## src/rtl/text_blit_engine.sv

```systemverilog
// rtl/text_blit_engine.sv - glyph-to-framebuffer blitter
// Copies one 8x16 glyph into a byte-per-8-pixel framebuffer cell, one pixel line per READ/WRITE pair.
module text_blit_engine #(
    parameter int unsigned COLS = 80,
    parameter int unsigned ROWS = 30
) (
    input  logic        Clk,
    input  logic        Reset,
    input  logic        cmd_valid,
    output logic        cmd_ready,
    input  logic [7:0]  cmd_char,
    input  logic [6:0]  cmd_col,
    input  logic [4:0]  cmd_row,
    input  logic        cmd_inv,
    output logic [11:0] glyph_addr,
    input  logic [7:0]  glyph_data,
    output logic        fb_we,
    input  logic        fb_ready,
    output logic [15:0] fb_addr,
    output logic [7:0]  fb_wdata,
    output logic        busy,
    output logic        done,
    output logic        err
);

    typedef enum logic [1:0] {
        S_IDLE  = 2'd0,
        S_READ  = 2'd1,
        S_WRITE = 2'd2
    } state_t;

    state_t      state_q, state_d;
    logic [3:0]  line_q, line_d;
    logic [7:0]  char_q, char_d;
    logic [6:0]  col_q, col_d;
    logic [4:0]  row_q, row_d;
    logic        inv_q, inv_d;
    logic [7:0]  data_q, data_d;
    logic        done_q, done_d;
    logic        err_q, err_d;

    logic        accept;
    logic        in_range;
    logic [15:0] pix_line;

    assign accept   = cmd_valid && cmd_ready;
    assign in_range = (32'(cmd_col) < COLS) && (32'(cmd_row) < ROWS);

    always_comb begin
        state_d = state_q;
        line_d  = line_q;
        char_d  = char_q;
        col_d   = col_q;
        row_d   = row_q;
        inv_d   = inv_q;
        data_d  = data_q;
        done_d  = 1'b0;
        err_d   = 1'b0;
        case (state_q)
            S_IDLE: begin
                if (accept) begin
                    char_d = cmd_char;
                    col_d  = cmd_col;
                    row_d  = cmd_row;
                    inv_d  = cmd_inv;
                    line_d = 4'd0;
                    if (in_range) begin
                        state_d = S_READ;
                    end else begin
                        err_d = 1'b1;
                    end
                end
            end
            S_READ: begin
                // ROM row for the current line is captured here and held through any write stall
                data_d  = glyph_data;
                state_d = S_WRITE;
            end
            S_WRITE: begin
                if (fb_ready) begin
                    if (line_q == 4'd15) begin
                        state_d = S_IDLE;
                        done_d  = 1'b1;
                    end else begin
                        line_d  = line_q + 4'd1;
                        state_d = S_READ;
                    end
                end
            end
            default: begin
                state_d = S_IDLE;
            end
        endcase
    end

    always_ff @(posedge Clk) begin
        if (Reset) begin
            state_q <= S_IDLE;
            line_q  <= 4'd0;
            char_q  <= 8'd0;
            col_q   <= 7'd0;
            row_q   <= 5'd0;
            inv_q   <= 1'b0;
            data_q  <= 8'd0;
            done_q  <= 1'b0;
            err_q   <= 1'b0;
        end else begin
            state_q <= state_d;
            line_q  <= line_d;
            char_q  <= char_d;
            col_q   <= col_d;
            row_q   <= row_d;
            inv_q   <= inv_d;
            data_q  <= data_d;
            done_q  <= done_d;
            err_q   <= err_d;
        end
    end

    // Pixel line index is row*16 + line; the 16-bit product covers the full ROWS*16*COLS space
    assign pix_line   = {7'd0, row_q, line_q};
    assign fb_addr    = pix_line * 16'(COLS) + {9'd0, col_q};
    assign glyph_addr = {char_q, line_q};
    assign fb_wdata   = data_q ^ {8{inv_q}};
    assign fb_we      = (state_q == S_WRITE);
    assign busy       = (state_q != S_IDLE);
    assign cmd_ready  = (state_q == S_IDLE) && !Reset;
    assign done       = done_q;
    assign err        = err_q;

endmodule

```

## config.mk

```make
export PLATFORM = sky130hd
export DESIGN_NAME = text_blit_engine
export DESIGN_NICKNAME = d
export VERILOG_FILES = /design/src/rtl/text_blit_engine.sv
export SDC_FILE = /design/constraint.sdc
export NUM_CORES = 1
export LEC_CHECK = 0
export BUFFER_PORTS_ARGS = -buffer_cell sky130_fd_sc_hd__buf_2
export CAP_MARGIN = 20
export CORE_ASPECT_RATIO = 1.75
export CORE_MARGIN = 4
export CORE_UTILIZATION = 45
export DETAILED_ROUTE_END_ITERATION = 12
export GPL_ROUTABILITY_DRIVEN = 0
export PLACE_DENSITY = 0.73
export SLEW_MARGIN = 30
export SYNTH_ARGS = -nofsm -noshare
export SYNTH_HDL_FRONTEND = slang
export SYNTH_SLANG_ARGS = --single-unit
```

## constraint.sdc

```tcl
create_clock -name Clk -period 3.19 [get_ports Clk]
set_input_delay 0.1595 -clock Clk [delete_from_list [all_inputs] [get_ports Clk]]
set_output_delay 0.1595 -clock Clk [all_outputs]
set_load 0.005 [all_outputs]
```

==> flow_summary_export.csv, run 1 <==
group,metric,value,unit
logic_synthesis,syn_inst,247,
clock_network,clockBufferDepth,2,
drt,route.detailed.drc,0,
die,core_area,0.00444,mm2
worst_setup_path,crit_start,"line_q[1]",
pwr,leakage,1.25,nW
worst_setup_path,r2r-start,"line_q[0]",
clock_network,clk_latency,0.29,ns
pwr,power.density,402,mW/mm2
logic_synthesis,ys_types,33,
die,die_area,0.00582,mm2
pwr,switching_power,0.291,mW
die,die_y,97.9,um
worst_setup_path,required,3.03,ns
clock_network,cts_tree,"done",
global_routing,antenna_found_initial,0,
hold_path,hold_path.class,"input port to flip-flop",
die,io_pins,74,
worst_setup_path,arrival,2.78,ns
clock_network,clk_pin_slew_worst_paths,0.07,ns
sta,setup_tns,0,ns
sta,max-slew-margin-rel,57.6,%
global_routing,grtUsageTotal,17.7,%
clock_network,cts_buffers,5,
layout,fin_cells,365,
sta,tightest_slew,0.635,ns
global_routing,grt_first_pass_wirelength,8150,um
placed_design,dp.cells,357,
pwr,power,1.02,mW
pwr,seqPwrFrac,49.9,%
hold_path,hold_start,"cmd_col[0]",
worst_setup_path,reg2reg_depth,7,
flow_run,drv_cap,0,
pwr,peakVddDrop,365,uV
global_routing,grt_max_degree,46,
sta,rsz0062_at_grt,"no",
worst_setup_path,critPathKind,"flip-flop to output pin",
layout,synthToLayoutAreaGrowth,22.1,%
logic_synthesis,yosys_warnings,0,
drt,drtPass1Iterations,4,
logic_synthesis,syn-num-nets,300,
layout,drive_gt1_share,28.7,%
worst_setup_path,cp-start-kind,"flip-flop",
clock_network,clkSinkCount,37,
clock_network,hold_buffers,0,
drt,via_count,1841,
logic_synthesis,synth.cell_area,0.00208,mm2
pwr,combPwrFrac,18.6,%
drt,wl_per_cell,13.0,um
die,fp.dieW,59.4,um
logic_synthesis,ys_seq_area_share,35.6,%
clock_network,cts_max_level,2,
placed_design,dp_hpwl,3680,um
drt,wl,4750,um
die,row_count,32,
logic_synthesis,yosys_register_bits,37,
worst_setup_path,cp_max_fo,6,
drt,via_per_inst,5.04,
sta,hold_ws,0.0671,ns
run_status,status,"finished clean",
sta,finalHoldViolCount,0,
pwr,p_clk_share,31.4,%
die,initial_core_util,46.8,%
sta,min_period_over_period,92.2,%
drt,drt_iter0_markers,44,
layout,n_antenna_cell,0,
worst_setup_path,crit_path_end_kind,"output pin",
placed_design,portBuffers,73,
layout,fill_cells,438,
clock_network,root_buffer,"clkbuf_8",
sta,fmax,340,MHz
sta,fin_skew,0.00493,ns
pwr,swShare,28.5,%
sta,setup_viol_count_final,0,
pwr,p_int,0.730,mW
global_routing,overflow,0,
logic_synthesis,synth.avg_cell_area,8.42,um2
hold_path,hold_path_depth,3,
layout,fin_nets,366,
global_routing,first_global_vias,1836,
drt,antenna_left,0,
sta,fin_crit,2.94,ns
sta,slew_viol_final,0,
power groups by stage:
stage | clock network (mW) | logic, mW | registers [mW]
after floorplan | 0 | 0.121 | 0.514
after global placement | 0 | 0.188 | 0.521
after detailed placement | 0 | 0.191 | 0.522
after CTS | 0.338 | 0.193 | 0.511
after global routing | 0.354 | 0.217 | 0.514
final | 0.321 | 0.190 | 0.510
repair_timing:
| action | 4_1_cts | 5_1_grt |
|---|---|---|
| resized for setup | 0 | 3 |
| buffers inserted | 0 | 0 |
| endpoints found under the setup margin | 0 | 2 |
cells in the final DEF (no fill, tap or decap), types with 4 or more instances in the layout:
| master | synthesis | routed |
|---|---|---|
| a21oi_1 | 14 | 14 |
| nor2_1 | 10 | 10 |
| nand2_1 | 41 | 41 |
| nand4_1 | 4 | 4 |
| xor2_1 | 14 | 14 |
| xnor2_1 | 11 | 11 |
| ha_1 | 18 | 18 |
| inv_1 | 7 | 7 |
| clkbuf_8 | 0 | 5 |
| nand2b_1 | 22 | 22 |
| buf_2 | 0 | 73 |
| dfxtp_1 | 37 | 35 |
| o21ai_0 | 26 | 26 |
kinds of logic after synthesis:
logic type | Yosys count | share of synthesized area [%]
compound gates | 50 | 13.2
fa+ha+maj | 20 | 12.8
xor+xnor | 25 | 10.5
buf+inv | 22 | 4.69
simple gates | 92 | 22.7
flops | 37 | 35.6
mux | 1 | 0.481
path summary, 6_finish.rpt:
kind                                     to  slack [ns]
worst min register to register    data_q[0]        0.47
worst max-delay path            fb_addr[14]        0.25
worst min-delay path               col_q[0]        0.07
worst max register to register    line_q[3]        1.48
synth_stat cells:
| cell type | number | area (um2) |
|---|---|---|
| buf_1 | 1 | 3.75 |
| o21bai_1 | 1 | 7.51 |
| nor2_1 | 10 | 37.5 |
| nor4b_4 | 1 | 23.8 |
| and4_1 | 1 | 8.76 |
| nand2_1 | 41 | 154 |
| nand4_1 | 4 | 25.0 |
| nor2_2 | 1 | 6.26 |
| ha_1 | 18 | 225 |
| a211oi_1 | 1 | 7.51 |
| a21boi_0 | 1 | 7.51 |
| nor4_1 | 2 | 12.5 |
| dfxtp_1 | 37 | 741 |
| nand3_1 | 3 | 15.0 |
| or2_2 | 1 | 6.26 |
| a31oi_1 | 2 | 12.5 |
| fa_1 | 2 | 40.0 |
| nor3_1 | 1 | 5.00 |
| nor2b_1 | 3 | 18.8 |
| a21oi_1 | 14 | 70.1 |
| nor4_2 | 1 | 12.5 |
| a21o_1 | 3 | 22.5 |
| nor3_2 | 1 | 10.0 |
| inv_1 | 7 | 26.3 |
| xnor2_1 | 11 | 96.3 |
| nand2b_1 | 22 | 138 |
| mux2i_1 | 1 | 10.0 |
| xor2_1 | 14 | 123 |
| buf_4 | 4 | 30.0 |
| clkbuf_1 | 10 | 37.5 |
| o21ai_0 | 26 | 130 |
| a311oi_1 | 1 | 8.76 |
| o31ai_1 | 1 | 7.51 |
per-stage QoR:
stage                     utilization (%)  area (um2)  setup slack [ns]
after global placement               55.0        2440             0.533
after floorplan                         -        2080             0.703
final                                57.1        2540             0.249
after CTS                            57.0        2530             0.110
after detailed placement             55.0        2440             0.452
after global routing                 57.1        2540            0.0316
state kept, by name, summed over array words and instances, names as in the netlist:
| register | flops |
|---|---|
| char_q | 8 |
| col_q | 7 |
| inv_q | 1 |
| state_q | 2 |
| row_q | 5 |
| line_q | 4 |
| done | 1 |
| data_q | 8 |
| err | 1 |
critical path, stage by stage, from the launching register on:
cell,delay (ns)
dfxtp_2,0.35
ha_1,0.30
ha_1,0.22
fa_1,0.41
a21oi_1,0.21
nor2_1,0.08
a211oi_2,0.27
xnor2_1,0.21
nand4_1,0.15
xor2_1,0.17
buf_2,0.13
area by class of cell:
cell class              count  area [um2]  area share (%)
clock buffers               5        68.8            2.71
clock inverters             3        17.5           0.690
inverters                   7        26.3            1.03
multi-input cells         188        1250            49.1
flip-flops and latches     37         743            29.3
well taps                  51        63.8            2.51
repair buffers             74         373            14.7
metal layers:
| metal | vias up | part of all wire [%] | track usage [%] |
|---|---|---|---|
| met1 | 838 | 38 | 19.0 |
| li1 | 953 | - | - |
| met3 | 5 | 6.4 | 3.97 |
| met4 | 0 | 1.5 | 5.76 |
| met5 | - | 0 | 0 |
| met2 | 45 | 54 | 32.4 |
(Power assumes the default switching activity.)
==> inputs of run 2 (changes only) <==
--- a/config.mk
+++ b/config.mk
@@ -5,14 +5,15 @@
 export SDC_FILE = /design/constraint.sdc
 export NUM_CORES = 1
 export LEC_CHECK = 0
+export ABC_AREA = 1
 export BUFFER_PORTS_ARGS = -buffer_cell sky130_fd_sc_hd__buf_2
 export CAP_MARGIN = 20
 export CORE_ASPECT_RATIO = 1.75
 export CORE_MARGIN = 4
-export CORE_UTILIZATION = 45
+export CORE_UTILIZATION = 40
 export DETAILED_ROUTE_END_ITERATION = 12
 export GPL_ROUTABILITY_DRIVEN = 0
-export PLACE_DENSITY = 0.73
+export PLACE_DENSITY = 0.65
 export SLEW_MARGIN = 30
 export SYNTH_ARGS = -nofsm -noshare
 export SYNTH_HDL_FRONTEND = slang
==> flow_summary_export.csv, run 2 <==
group,metric,value,unit
logic_synthesis,synth.cell_area,0.00229,mm2
worst_setup_path,crit_start,"line_q[1]",
logic_synthesis,synth_edf_count,0,
worst_setup_path,arrival,2.53,ns
placed_design,pre_cts_ws,0.782,ns
clock_network,cts_max_level,2,
global_routing,grt_first_pass_wirelength,9420,um
logic_synthesis,synthTopCellsByArea,"dfxtp_1 (32%), nand3_1 (12%), nand2_1 (12%)",
worst_setup_path,r2r-start,"state_q[0]",
worst_setup_path,r2r_slack,1.68,ns
clock_network,cts_buffers,5,
clock_network,root_buffer,"clkbuf_8",
drt,drt_iter0_markers,38,
worst_setup_path,cp.depth,11,
sta,finalHoldViolCount,0,
worst_setup_path,reg2reg_depth,8,
clock_network,cts_tree,"done",
worst_setup_path,crit_path_end,"fb_addr[14]",
worst_setup_path,cp-start-kind,"flip-flop",
logic_synthesis,synthTopCellsByCount,"nand2_1 (72), nand3_1 (55), dfxtp_1 (37)",
worst_setup_path,cp_max_fo,7,
pwr,leakage,1.58,nW
sta,max-slew-margin-rel,64.2,%
layout,fin_nets,443,
clock_network,hold_buffers,0,
worst_setup_path,crit_chain,"ha_1 -> ha_1 -> fa_1 -> nand2_1 -> nand3_2 -> nor2_4 -> nand3_1 -> nor2_1 -> nand3_1 -> nand2_1 -> buf_2",
clock_network,clkSinkCount,37,
placed_design,dp_hpwl,4260,um
die,io_pins,74,
clock_network,clk_pin_slew_worst_paths,0.07,ns
die,initial_core_util,41.0,%
drt,wl_per_cell,11.5,um
pwr,power.density,417,mW/mm2
flow_run,drv_cap,0,
placed_design,portBuffers,73,
logic_synthesis,syn-num-nets,375,
sta,slew_viol_final,0,
logic_synthesis,synth_top_area_cell,"dfxtp_1",
die,row_count,36,
worst_setup_path,cp_slowest_cell,"dfxtp_1",
die,fp.dieW,65.2,um
logic_synthesis,synth_top_area_share,32.3,%
logic_synthesis,synth.avg_cell_area,7.11,um2
worst_setup_path,reg2reg_to,"line_q[2]",
worst_setup_path,required,3.03,ns
run_status,status,"finished clean",
logic_synthesis,async_flop_share,0,%
layout,fin_cells,467,
placed_design,dp.cells,459,
logic_synthesis,yosys_register_bits,37,
die,die_y,108,um
worst_setup_path,critPathTopFamily,"adder cells",
worst_setup_path,critPathMaxStageDelay,0.45,ns
sta,fin_crit,2.69,ns
logic_synthesis,yosys_warnings,0,
drt,via_count,2189,
pwr,peakVddDrop,354,uV
logic_synthesis,ys_types,28,
clock_network,clk_latency,0.29,ns
layout,n_antenna_cell,0,
layout,reg.largest.list,"char_q x8, data_q x8, col_q x7",
sta,fmax,372,MHz
clock_network,clockBufferDepth,2,
logic_synthesis,ys_seq_area_share,32.3,%
drt,wl,5370,um
drt,via_per_inst,4.69,
worst_setup_path,worst-path-buf-inv,1,
sta,rsz0062_at_grt,"no",
logic_synthesis,syn_inst,322,
logic_synthesis,yosysMostFrequentCell,"nand2_1",
sta,setup_viol_count_final,0,
die,die_area,0.00705,mm2
clock_network,post_cts_buffers,0,
sta,fin_ws,0.501,ns
drt,antenna_left,0,
clock_network,cts_resized,0,
global_routing,first_global_vias,2163,
hold_path,hold_path.class,"input port to flip-flop",
layout,synthToLayoutAreaGrowth,20.8,%
logic_synthesis,synth-main-ff-cell,"dfxtp_1",
sta,tightest_slew,0.535,ns
sta,fin_skew,0.00727,ns
drt,route.detailed.drc,0,
global_routing,grtUsageTotal,16.7,%
sta,setup_tns,0,ns
global_routing,overflow,0,
layout,final_common_cell,"buf_2",
global_routing,antenna_found_initial,0,
die,core_area,0.00559,mm2
sta,min_period_over_period,84.3,%
drt,drtPass1Iterations,4,
worst_setup_path,critPathKind,"flip-flop to output pin",
layout,drive_gt1_share,25.3,%
global_routing,grt_max_degree,31,
worst_setup_path,crit_path_end_kind,"output pin",
layout,final_cell_mix,"buf_2 (73), nand2_1 (72), nand3_1 (55)",
run 2: changes by cell type in the layout (fill, tap and decap cells not counted), sizes merged, moves of 7 or more:
| cell | before | now |
|---|---|---|
| a21oi | 14 | 7 |
| inv | 7 | 37 |
| nand2 | 41 | 75 |
| nand2b | 22 | 0 |
| nand3 | 3 | 58 |
| nor2 | 11 | 37 |
| o21ai | 26 | 15 |
| xnor2 | 11 | 3 |
run 2: power breakdown:
| group | total [mW] | leakage (nW) | internal [mW] | switching, mW |
|---|---|---|---|---|
| Clock | 0.313 | 0.0450 | 0.151 | 0.162 |
| Sequential | 0.535 | 0.304 | 0.502 | 0.0327 |
| Combinational | 0.305 | 1.23 | 0.130 | 0.175 |
run 2: layer usage:
metal  vias up  share of wire (%)  GRT usage (%)
met2        50                 54           31.5
met3        10                5.0           3.33
met1       957                 39           17.2
li1       1172                  -              -
met4         0                2.4           7.12
met5         -                  0              0
run 2: worst min-delay path by stage:
stage                           start         to  slack (ns)  depth (start not counted)
final                      cmd_row[0]   row_q[0]        0.08                          3
after global placement    cmd_char[7]  char_q[7]        0.38                          3
after detailed placement   cmd_col[3]   col_q[3]        0.38                          3
after CTS                  cmd_col[3]   col_q[3]        0.08                          3
after global routing      cmd_char[6]  char_q[6]        0.09                          3
after floorplan                 Reset  line_q[1]        0.23                          1
run 2: per-stage QoR:
| step | total power, mW | utilization, % | hold slack (ns) | cell area (um2) |
|---|---|---|---|---|
| floorplan | 0.742 | - | 0.229 | 2290 |
| global placement | 0.850 | 48.1 | 0.377 | 2680 |
| detailed placement | 0.855 | 48.1 | 0.383 | 2680 |
| CTS | 1.17 | 49.5 | 0.0784 | 2770 |
| global route | 1.23 | 49.5 | 0.0853 | 2770 |
| finish | 1.15 | 49.5 | 0.0831 | 2770 |
run 2: cell type report:
cell class                      instances  area (um2)
Tap cell                               76        95.1
Clock inverter                          2        10.0
Timing Repair Buffer                   74         373
Inverter                               37         139
Multi-Input combinational cell        235        1340
Sequential cell                        37         741
Fill cell                             626        2820
Clock buffer                            6        72.6
run 2: kinds of logic after synthesis:
logic type,after synthesis,synth area share [%]
adder cells (fa/ha/maj),20,11.6
AO/OA/AOI/OAI,25,5.90
buffers and inverters,50,9.29
XOR/XNOR,15,5.74
flip-flops,37,32.3
AND/OR/NAND/NOR,175,35.1
run 2: worst reg2reg max path, delay by kind of cell (launching register included):
kind / cells / cell delay [ns]
DFF: 1 / 0.34
AOI/OAI and AO/OA: 1 / 0.12
buffers and inverters: 1 / 0.06
and+or+nand+nor: 6 / 0.89
==> inputs of run 3 (changes only) <==
--- a/config.mk
+++ b/config.mk
@@ -5,7 +5,7 @@
 export SDC_FILE = /design/constraint.sdc
 export NUM_CORES = 1
 export LEC_CHECK = 0
-export ABC_AREA = 1
+export ABC_AREA = 0
 export BUFFER_PORTS_ARGS = -buffer_cell sky130_fd_sc_hd__buf_2
 export CAP_MARGIN = 20
 export CORE_ASPECT_RATIO = 1.75
@@ -13,7 +13,7 @@
 export CORE_UTILIZATION = 40
 export DETAILED_ROUTE_END_ITERATION = 12
 export GPL_ROUTABILITY_DRIVEN = 0
-export PLACE_DENSITY = 0.65
+export PLACE_DENSITY = 0.69
 export SLEW_MARGIN = 30
 export SYNTH_ARGS = -nofsm -noshare
 export SYNTH_HDL_FRONTEND = slang
==> constraint.sdc (replaced) <==
create_clock -name Clk -period 2.4 [get_ports Clk]
set_input_delay 0.12 -clock Clk [delete_from_list [all_inputs] [get_ports Clk]]
set_output_delay 0.12 -clock Clk [all_outputs]
set_load 0.005 [all_outputs]
==> flow_summary_export.csv, run 3 (synthesis results as in run 1) <==
group,metric,value,unit
run_status,status,"finished, violations left",
run_status,violations,"setup timing",
worst_setup_path,reg2reg_depth,8,
global_routing,grtUsageTotal,16.6,%
layout,regArea,749,um2
placed_design,portBuffers,73,
drt,antenna_left,0,
layout,fin_nets,386,
global_routing,grt_first_pass_wirelength,8580,um
layout,multiInputGateArea,0.00147,mm2
pwr,p_int,1.02,mW
pwr,combPwrFrac,23.3,%
clock_network,clkSinkCount,37,
drt,route.detailed.drc,0,
worst_setup_path,crit_path_end_kind,"output pin",
die,io_pins,74,
sta,fin_skew,0.00533,ns
worst_setup_path,critPathMaxStageDelay,0.37,ns
worst_setup_path,required,2.28,ns
pwr,p_clk_share,29.1,%
hold_path,hold_start,"cmd_col[3]",
hold_path,hold_path_depth,3,
worst_setup_path,critPathKind,"flip-flop to output pin",
layout,drive_gt1_share,41.0,%
pwr,peakVddDrop,369,uV
layout,postLayoutCoreUtil,58.4,%
placed_design,dp_hpwl,3790,um
sta,rsz0062_at_grt,"yes",
drt,wl_per_cell,13.4,um
layout,synthToLayoutAreaGrowth,40.9,%
clock_network,clockBufferDepth,2,
die,die_area,0.00646,mm2
pwr,seqPwrFrac,47.5,%
global_routing,antenna_found_initial,0,
clock_network,cts_buffers,5,
pwr,swShare,28.2,%
drt,wl,5200,um
die,core_area,0.00502,mm2
pwr,power.density,486,mW/mm2
worst_setup_path,r2r-start,"line_q[0]",
drt,via_per_inst,5.04,
pwr,power,1.42,mW
die,die_y,103,um
hold_path,hold_end,"col_q[3]",
sta,max-slew-margin-rel,57.8,%
pwr,switching_power,0.401,mW
clock_network,clk_pin_slew_worst_paths,0.07,ns
die,row_count,34,
worst_setup_path,r2r_slack,0.72,ns
global_routing,first_global_vias,1966,
layout,final_cell_mix,"buf_2 (73), nand2_1 (40), dfxtp_1 (32)",
worst_setup_path,arrival,2.53,ns
sta,tightest_slew,0.633,ns
die,fp.dieW,62.5,um
die,initial_core_util,41.4,%
layout,n_antenna_cell,0,
global_routing,grt_max_degree,46,
sta,fmax,378,MHz
sta,hold_ws,0.0238,ns
sta,min_period_over_period,110,%
drt,drtPass1Iterations,4,
clock_network,cts_max_level,2,
worst_setup_path,cp_max_fo,3,
worst_setup_path,cp_slowest_cell,"fa_2",
flow_run,drv_cap,0,
clock_network,cts_tree,"done",
clock_network,clk_latency,0.29,ns
hold_path,hold_path.class,"input port to flip-flop",
layout,reg.largest.list,"char_q x8, data_q x8, col_q x7",
sta,finalHoldViolCount,0,
drt,via_count,1954,
pwr,leakage,1.37,nW
clock_network,root_buffer,"clkbuf_8",
worst_setup_path,reg2reg_to,"line_q[3]",
sta,fin_ws,-0.248,ns
worst_setup_path,cp_common_cell,"ha_4",
sta,slew_viol_final,0,
worst_setup_path,crit_chain,"ha_4 -> ha_4 -> fa_2 -> a21oi_4 -> nor2_2 -> a211oi_2 -> xnor2_1 -> nand4_1 -> xor2_1 -> buf_2",
worst_setup_path,cp-start-kind,"flip-flop",
layout,final_common_cell,"buf_2",
global_routing,overflow,0,
sta,fin_crit,2.65,ns
drt,drt_iter0_markers,46,
sta,setup_viol_count_final,6,
layout,fill_cells,469,
run 3: changes by cell type in the layout (fill, tap and decap cells not counted), moves of 18 or more:
cell,previous run,this run
nand2b_1,0,22
nand3_1,55,2
inv_1,31,7
buf_4,1,19
nand2_1,72,40
nor2_1,31,8
run 3: area by class of cell:
type | count | share of cell area (%)
Sequential cell | 37 | 25.6
Inverter | 7 | 0.897
Timing Repair Buffer | 94 | 18.1
Clock buffer | 6 | 2.48
Tap cell | 54 | 2.31
Multi-Input combinational cell | 188 | 50.3
Clock inverter | 2 | 0.342
run 3: timing repair:
item,CTS,global route
pin swaps,17,21
setup endpoints to repair,6,6
hold endpoints to repair,0,0
buffers inserted,3,3
gates resized for setup,22,18
hold buffers,0,0
run 3: through the flow:
| step | area, um2 | setup TNS [ns] | setup slack (ns) | instances |
|---|---|---|---|---|
| 2_1_floorplan | 2080 | 0 | 0.0203 | 247 |
| 3_3_place_gp | 2560 | -0.116 | -0.0678 | 374 |
| 3_5_place_dp | 2560 | -0.378 | -0.140 | 374 |
| 4_1_cts | 2820 | -1.23 | -0.243 | 385 |
| 5_1_grt | 2930 | -1.78 | -0.377 | 388 |
| 6_report | 2930 | -1.02 | -0.248 | 388 |
run 3: how the worst max path moves through the flow:
stage / startpoint / end / slack [ns] / cells after the start
after floorplan: line_q[1] / fb_addr[14] / 0.02 / 9
after global placement: line_q[1] / fb_addr[14] / -0.07 / 10
after detailed placement: line_q[1] / fb_addr[14] / -0.14 / 10
after CTS: line_q[2] / fb_addr[14] / -0.24 / 10
after global routing: line_q[1] / fb_addr[15] / -0.38 / 10
final: line_q[1] / fb_addr[14] / -0.25 / 10
run 3: layer usage:
metal	part of all wire [%]	vias up	GRT usage, %
li1	-	997	-
met1	37	892	15.9
met2	55	50	32.3
met3	4.6	15	4.11
met4	2.9	0	8.84
met5	0	-	0
run 3: worst max-delay path: cells and delay by family, from the launching register on:
kind                       cells  cell delay [ns]
AOI/OAI and AO/OA              2             0.44
xor gates and xnor gates       2             0.37
adders and majority gates      3             0.77
buffers and inverters          1             0.13
DFF                            1             0.33
and+or+nand+nor                2             0.21
run 3: power by group through the flow:
stage / sequential (mW) / clock [mW] / combinational (mW)
finish: 0.677 / 0.415 / 0.332
global route: 0.682 / 0.459 / 0.370
CTS: 0.679 / 0.436 / 0.311
detailed placement: 0.691 / 0 / 0.279
global placement: 0.690 / 0 / 0.274
floorplan: 0.683 / 0 / 0.161
